===== config.mk =====
export PLATFORM = sky130hd
export DESIGN_NAME = hamming_enc_seq
export DESIGN_NICKNAME = d
export VERILOG_FILES = /design/src/rtl/hamming_enc_seq.sv
export SDC_FILE = /design/constraint.sdc
export NUM_CORES = 1
export LEC_CHECK = 0
export ABC_AREA = 0
export BUFFER_PORTS_ARGS = -buffer_cell sky130_fd_sc_hd__buf_2
export CORE_ASPECT_RATIO = 1.2
export CORE_UTILIZATION = 25
export DETAILED_ROUTE_END_ITERATION = 16
export HOLD_SLACK_MARGIN = 0.02
export SLEW_MARGIN = 5
export SYNTH_ARGS = -nofsm -noshare
export SYNTH_HDL_FRONTEND = slang
export SYNTH_SLANG_ARGS = --single-unit
export TNS_END_PERCENT = 50

===== constraint.sdc =====
create_clock -name clk -period 7.45 [get_ports clk]
set_clock_uncertainty 0.05 [all_clocks]
set_input_delay 1.49 -clock clk [delete_from_list [all_inputs] [get_ports clk]]
set_output_delay 1.49 -clock clk [all_outputs]
set_load 0.02 [all_outputs]

===== src/rtl/hamming_enc_seq.sv =====
// ---------------------------------------------------------------------------
// hamming_enc_seq
//
// Sequential extended-Hamming (16,11) encoder working out of a byte-wide
// data memory. On an accepted start it walks NUM_MSG two-byte messages
// starting at SRC_BASE. For each message it reads the low byte, then the
// high byte, builds the 11-bit data word {hi[2:0], lo}, and writes the
// 16-bit SECDED code word to DST_BASE, high byte first. Each message takes
// exactly five cycles.
//
// Ports
//   clk        sole clock, rising edge
//   reset      asynchronous, active-low reset
//   start      run request, sampled on the rising edge
//   busy       high while a run is in progress
//   done       high once a run has completed, held until the next start
//   mem_addr   data-memory byte address (8-bit, wraps modulo 256)
//   mem_we     data-memory write enable
//   mem_wdata  data-memory write data
//   mem_rdata  data-memory read data, valid one cycle after mem_addr
//   fsm_state  current FSM state, for observation only
//
// Start protocol: start is a level sampled on each rising edge. It is
// accepted only in IDLE or DONE; while a run is in progress it is ignored,
// so holding or re-pulsing it mid-run has no effect.
//
// Every output is decoded from registered state (state, index, captured
// bytes, done flag); there is no combinational path from start or
// mem_rdata to any output.
// ---------------------------------------------------------------------------
module hamming_enc_seq #(
    parameter int NUM_MSG  = 15,
    parameter int SRC_BASE = 0,
    parameter int DST_BASE = 30
) (
    input  logic       clk,
    input  logic       reset,
    input  logic       start,
    output logic       busy,
    output logic       done,
    output logic [7:0] mem_addr,
    output logic       mem_we,
    output logic [7:0] mem_wdata,
    input  logic [7:0] mem_rdata,
    output logic [2:0] fsm_state
);

    localparam logic [7:0] SRC_B    = 8'(SRC_BASE);
    localparam logic [7:0] DST_B    = 8'(DST_BASE);
    localparam logic [5:0] LAST_IDX = 6'(NUM_MSG - 1);

    typedef enum logic [2:0] {
        IDLE  = 3'd0,
        RD_LO = 3'd1,
        RD_HI = 3'd2,
        CAP   = 3'd3,
        WR_HI = 3'd4,
        WR_LO = 3'd5,
        DONE  = 3'd6
    } state_t;

    state_t     state;
    state_t     state_n;
    logic [5:0] idx;
    logic [7:0] lo;
    logic [7:0] hi;
    logic       done_q;

    // Byte offset of the current message (2*i); address sums wrap at 8 bits.
    logic [7:0] offs;
    assign offs = {1'b0, idx, 1'b0};

    // -----------------------------------------------------------------------
    // Encoder datapath, driven only by the captured bytes.
    // -----------------------------------------------------------------------
    logic [11:1] d;
    logic        p8;
    logic        p4;
    logic        p2;
    logic        p1;
    logic        p0;
    logic [15:0] enc;

    assign d   = {hi[2:0], lo};
    assign p8  = ^d[11:5];
    assign p4  = (^d[11:8]) ^ (^d[4:2]);
    assign p2  = d[11] ^ d[10] ^ d[7] ^ d[6] ^ d[4] ^ d[3] ^ d[1];
    assign p1  = d[11] ^ d[9] ^ d[7] ^ d[5] ^ d[4] ^ d[2] ^ d[1];
    // Overall parity across data and Hamming bits gives double-error detection.
    assign p0  = (^d) ^ p8 ^ p4 ^ p2 ^ p1;
    assign enc = {d[11:5], p8, d[4:2], p4, d[1], p2, p1, p0};

    // -----------------------------------------------------------------------
    // State register and datapath registers.
    // -----------------------------------------------------------------------
    always_ff @(posedge clk or negedge reset) begin
        if (!reset) begin
            state  <= IDLE;
            idx    <= 6'd0;
            lo     <= 8'd0;
            hi     <= 8'd0;
            done_q <= 1'b0;
        end else begin
            state <= state_n;
            case (state)
                IDLE, DONE: begin
                    if (start) begin
                        idx    <= 6'd0;
                        done_q <= 1'b0;
                    end else if (state == DONE) begin
                        // done is set from the DONE state itself, so it
                        // becomes visible one edge after DONE is entered.
                        done_q <= 1'b1;
                    end
                end
                // Read data lags the address by one cycle: the low byte
                // addressed in RD_LO arrives during RD_HI, the high byte
                // addressed in RD_HI arrives during CAP.
                RD_HI: lo <= mem_rdata;
                CAP:   hi <= mem_rdata;
                WR_LO: begin
                    if (idx != LAST_IDX) begin
                        idx <= idx + 6'd1;
                    end
                end
                default: ;
            endcase
        end
    end

    // -----------------------------------------------------------------------
    // Next-state and output decode.
    // -----------------------------------------------------------------------
    always_comb begin
        state_n   = state;
        busy      = 1'b0;
        mem_we    = 1'b0;
        mem_addr  = 8'd0;
        mem_wdata = 8'd0;

        case (state)
            IDLE, DONE: begin
                if (start) begin
                    state_n = RD_LO;
                end
            end
            RD_LO: begin
                busy     = 1'b1;
                mem_addr = SRC_B + offs;
                state_n  = RD_HI;
            end
            RD_HI: begin
                busy     = 1'b1;
                mem_addr = SRC_B + offs + 8'd1;
                state_n  = CAP;
            end
            CAP: begin
                busy    = 1'b1;
                state_n = WR_HI;
            end
            WR_HI: begin
                busy      = 1'b1;
                mem_we    = 1'b1;
                mem_addr  = DST_B + offs + 8'd1;
                mem_wdata = enc[15:8];
                state_n   = WR_LO;
            end
            WR_LO: begin
                busy      = 1'b1;
                mem_we    = 1'b1;
                mem_addr  = DST_B + offs;
                mem_wdata = enc[7:0];
                state_n   = (idx == LAST_IDX) ? DONE : RD_LO;
            end
            default: begin
                state_n = IDLE;
            end
        endcase
    end

    assign done      = done_q;
    assign fsm_state = state;

endmodule


==> flow_summary.yaml <==
outcome:
  status: "complete, no violations"
floorplanning:
  ios: 33
  die_area_um2: 6020
  core_um2: 5410
  die_h_um: 84.8
  fp.dieW_um: 71.0
  initial_core_util_pct: 26.4
  rows: 29
setup_path:
  crit_path_end: "mem_wdata[0]"
  cp_cell_sequence: "xnor2_1, xnor3_2, xnor3_1, a211o_1, a21oi_2, buf_2"
  cp_slowest_cell: "dfrtp_1"
  arrival_ns: 2.42
  path_max_fanout: 4
  cp-start-kind: "flop"
  critPathKind: "reg2out"
  cp.required_ns: 5.91
  end_kind: "primary output"
  r2r_setup_slack_ns: 4.64
  crit_start: "hi[2]"
  r2r_cells: 5
  r2r_end: "idx[0]"
  cp_slowest_stage_delay_ns: 0.43
  timing.rr.start: "fsm_state[1]"
sta:
  timing.final.crit_share_pct: 53.2
  max_slew.worst_pin.slew_ns: 0.742
  timing.final.crit_period_ns: 3.96
  rsz0062_at_grt: "false"
  fin_ws_ns: 3.49
  slew_viol_final: 0
  fin_setup_tns_ns: 0
  setup_viol: 0
  hold_violations: 0
  relSlewSlack_pct: 50.2
  clock.fmax_mhz: 252
final_layout:
  multi_input_area_um2: 847
  drive_above_1_share_pct: 27.2
  finish.net_count: 199
  fillCellCount: 579
  syn_to_final_growth_pct: 17.5
  ff_latch_area_um2: 526
  n_antenna_cell: 0
synthesis:
  yosys.area.top_type_share_pct: 36.8
  ys_seq_elements: 21
  yosys-top-cells-area: "dfrtp_1 (37%), mux2_2 (9.5%), xnor2_1 (8.6%)"
  synth_nets: 169
  syn_area_per_cell_um2: 9.21
  synth_seq_area_share_pct: 36.8
  syn_area_um2: 1430
  yosysWarnings: 0
  synthCells: 155
  synth_largest_area_cell: "dfrtp_1"
  yosys.cell_types.count: 31
cts:
  cts_setup_buffers: 0
  cts_root_buf: "clkbuf_8"
  clk_pin_slew_ns: 0.08
  cts_buffers: 3
  clock_latency_ns: 0.26
  cts_resized: 0
  clock-sinks: 21
  cts_hold_buf: 0
  htreeDepth: 1
  clk_path_buf_depth: 2
  cts_tree: "done"
power:
  vdd_ir_drop_max_v: 0.000196
  powerDensity_nw_per_um2: 572
  power.leakage_nw: 0.783
worst_hold_path:
  worstHoldPathType: "reg2reg"
  hold_start: "done"
routing:
  finalWirelength_mm: 3.03
  routedWlPerCell_um: 12.3
  detail-route-antenna-nets: 0
  viasPerCell: 4.70
  drt-pass1-iter-count: 6
  via_count: 1156
  drc: 0
  drt_iter0_drc: 49
global_routing:
  antenna_found_initial: 0
  grt_pass1_vias: 1129
  track_usage_pct: 11.0
  grt_max_degree: 22
  grt-ovfl-total: 0
  grt_pass1_wl_mm: 5.26
run:
  cap_violations: 0
placement:
  routabilityCongestion: 0.792
  dpl.hpwl_mm: 2.34
  port_buffers: 32
  pre_cts_ws_ns: 3.74
[layout make-up]
| cell class | count | share of cell area (%) |
|---|---|---|
| inverter | 6 | 1.34 |
| tap | 62 | 4.62 |
| timing repair buffer | 32 | 9.55 |
| sequential | 21 | 31.3 |
| clock buffer | 4 | 2.68 |
| multi-input combinational | 121 | 50.5 |
[synthesized netlist by cell type, drive strengths merged]
| cell | number |
|---|---|
| nor2 | 22 |
| dfrtp | 21 |
| nand2 | 15 |
| xnor2 | 14 |
| o21ai | 13 |
| mux2 | 12 |
| mux2i | 8 |
| a21oi | 7 |
| xor2 | 7 |
| inv | 5 |
| buf | 4 |
| nand3 | 4 |
| clkbuf | 3 |
| ha | 3 |
| nand2b | 2 |
| nand4 | 2 |
| nor3 | 2 |
| xnor3 | 2 |
| a211o | 1 |
| a311oi | 1 |
| and2 | 1 |
| and4 | 1 |
| clkinv | 1 |
| o211ai | 1 |
| o22ai | 1 |
| o31ai | 1 |
| or3 | 1 |
[per-stage QoR]
step / total power, mW / cells / cell area (um^2) / utilization [%] / hold WS (ns)
6_report: 0.960 / 246 / 1680 / 31.0 / 0.485
5_1_grt: 1.05 / 246 / 1680 / 31.0 / 0.530
4_1_cts: 0.976 / 246 / 1680 / 31.0 / 0.493
3_3_place_gp: 0.892 / 242 / 1630 / 30.2 / 0.474
3_5_place_dp: 0.902 / 242 / 1630 / 30.2 / 0.475
2_1_floorplan: 0.772 / 155 / 1430 / - / 0.473
[worst min-delay path by stage]
stage	endpoint	slack, ns	depth (start not counted)
finish	done	0.49	2
global route	done	0.53	2
CTS	done	0.49	2
detailed placement	done	0.47	2
global placement	done	0.47	2
floorplan	lo[7]	0.47	1
[registers in the layout, summed over array words and instances (netlist names)]
register	count
done	1
lo	8
fsm_state	3
hi	3
idx	6
[cells by family after synthesis]
kind of cell,after synthesis,share of synthesized area [%]
simple gates,50,15.1
compound gates,25,10.4
xor+xnor,23,16.1
flops,21,36.8
mux,20,15.1
buf+inv,13,3.86
fa+ha+maj,3,2.63
[cell usage in the layout, fill, tap and decap left out]
cell / count
a211o_1: 1
a21oi_1: 6
a21oi_2: 1
a311oi_2: 1
and2_1: 1
and4_1: 1
buf_2: 32
clkbuf_1: 1
clkbuf_8: 3
clkinv_1: 1
dfrtp_1: 21
ha_1: 3
inv_1: 5
mux2_2: 12
mux2i_1: 8
nand2_1: 15
nand2b_1: 2
nand3_1: 4
nand4_1: 2
nor2_1: 22
nor3_1: 2
o211ai_1: 1
o21ai_0: 13
o22ai_1: 1
o31ai_1: 1
or3_1: 1
xnor2_1: 14
xnor3_1: 1
xnor3_2: 1
xor2_1: 7
[per-layer routing]
metal	wire length, um	vias up	GRT usage, %
met4	36	0	3.82
li1	-	588	-
met1	1380	542	13.5
met5	0	-	0
met2	1500	22	18.7
met3	112	4	2.52
[critical path: cells and delay by family, from the launching register on]
kind                      cells  cell delay (ns)
xor gates and xnor gates      3             1.11
DFF                           1             0.43
AOI/OAI and AO/OA             2             0.44
buffers and inverters         1             0.19
[where the power goes]
part           switching (mW)  leakage, nW  total, mW  internal, mW
clock network          0.0353       0.0228     0.0733        0.0380
registers              0.0786        0.262      0.239         0.160
logic                   0.317        0.498      0.648         0.331
total                   0.431        0.783      0.960         0.530
Power figures use the tool's default switching activity.
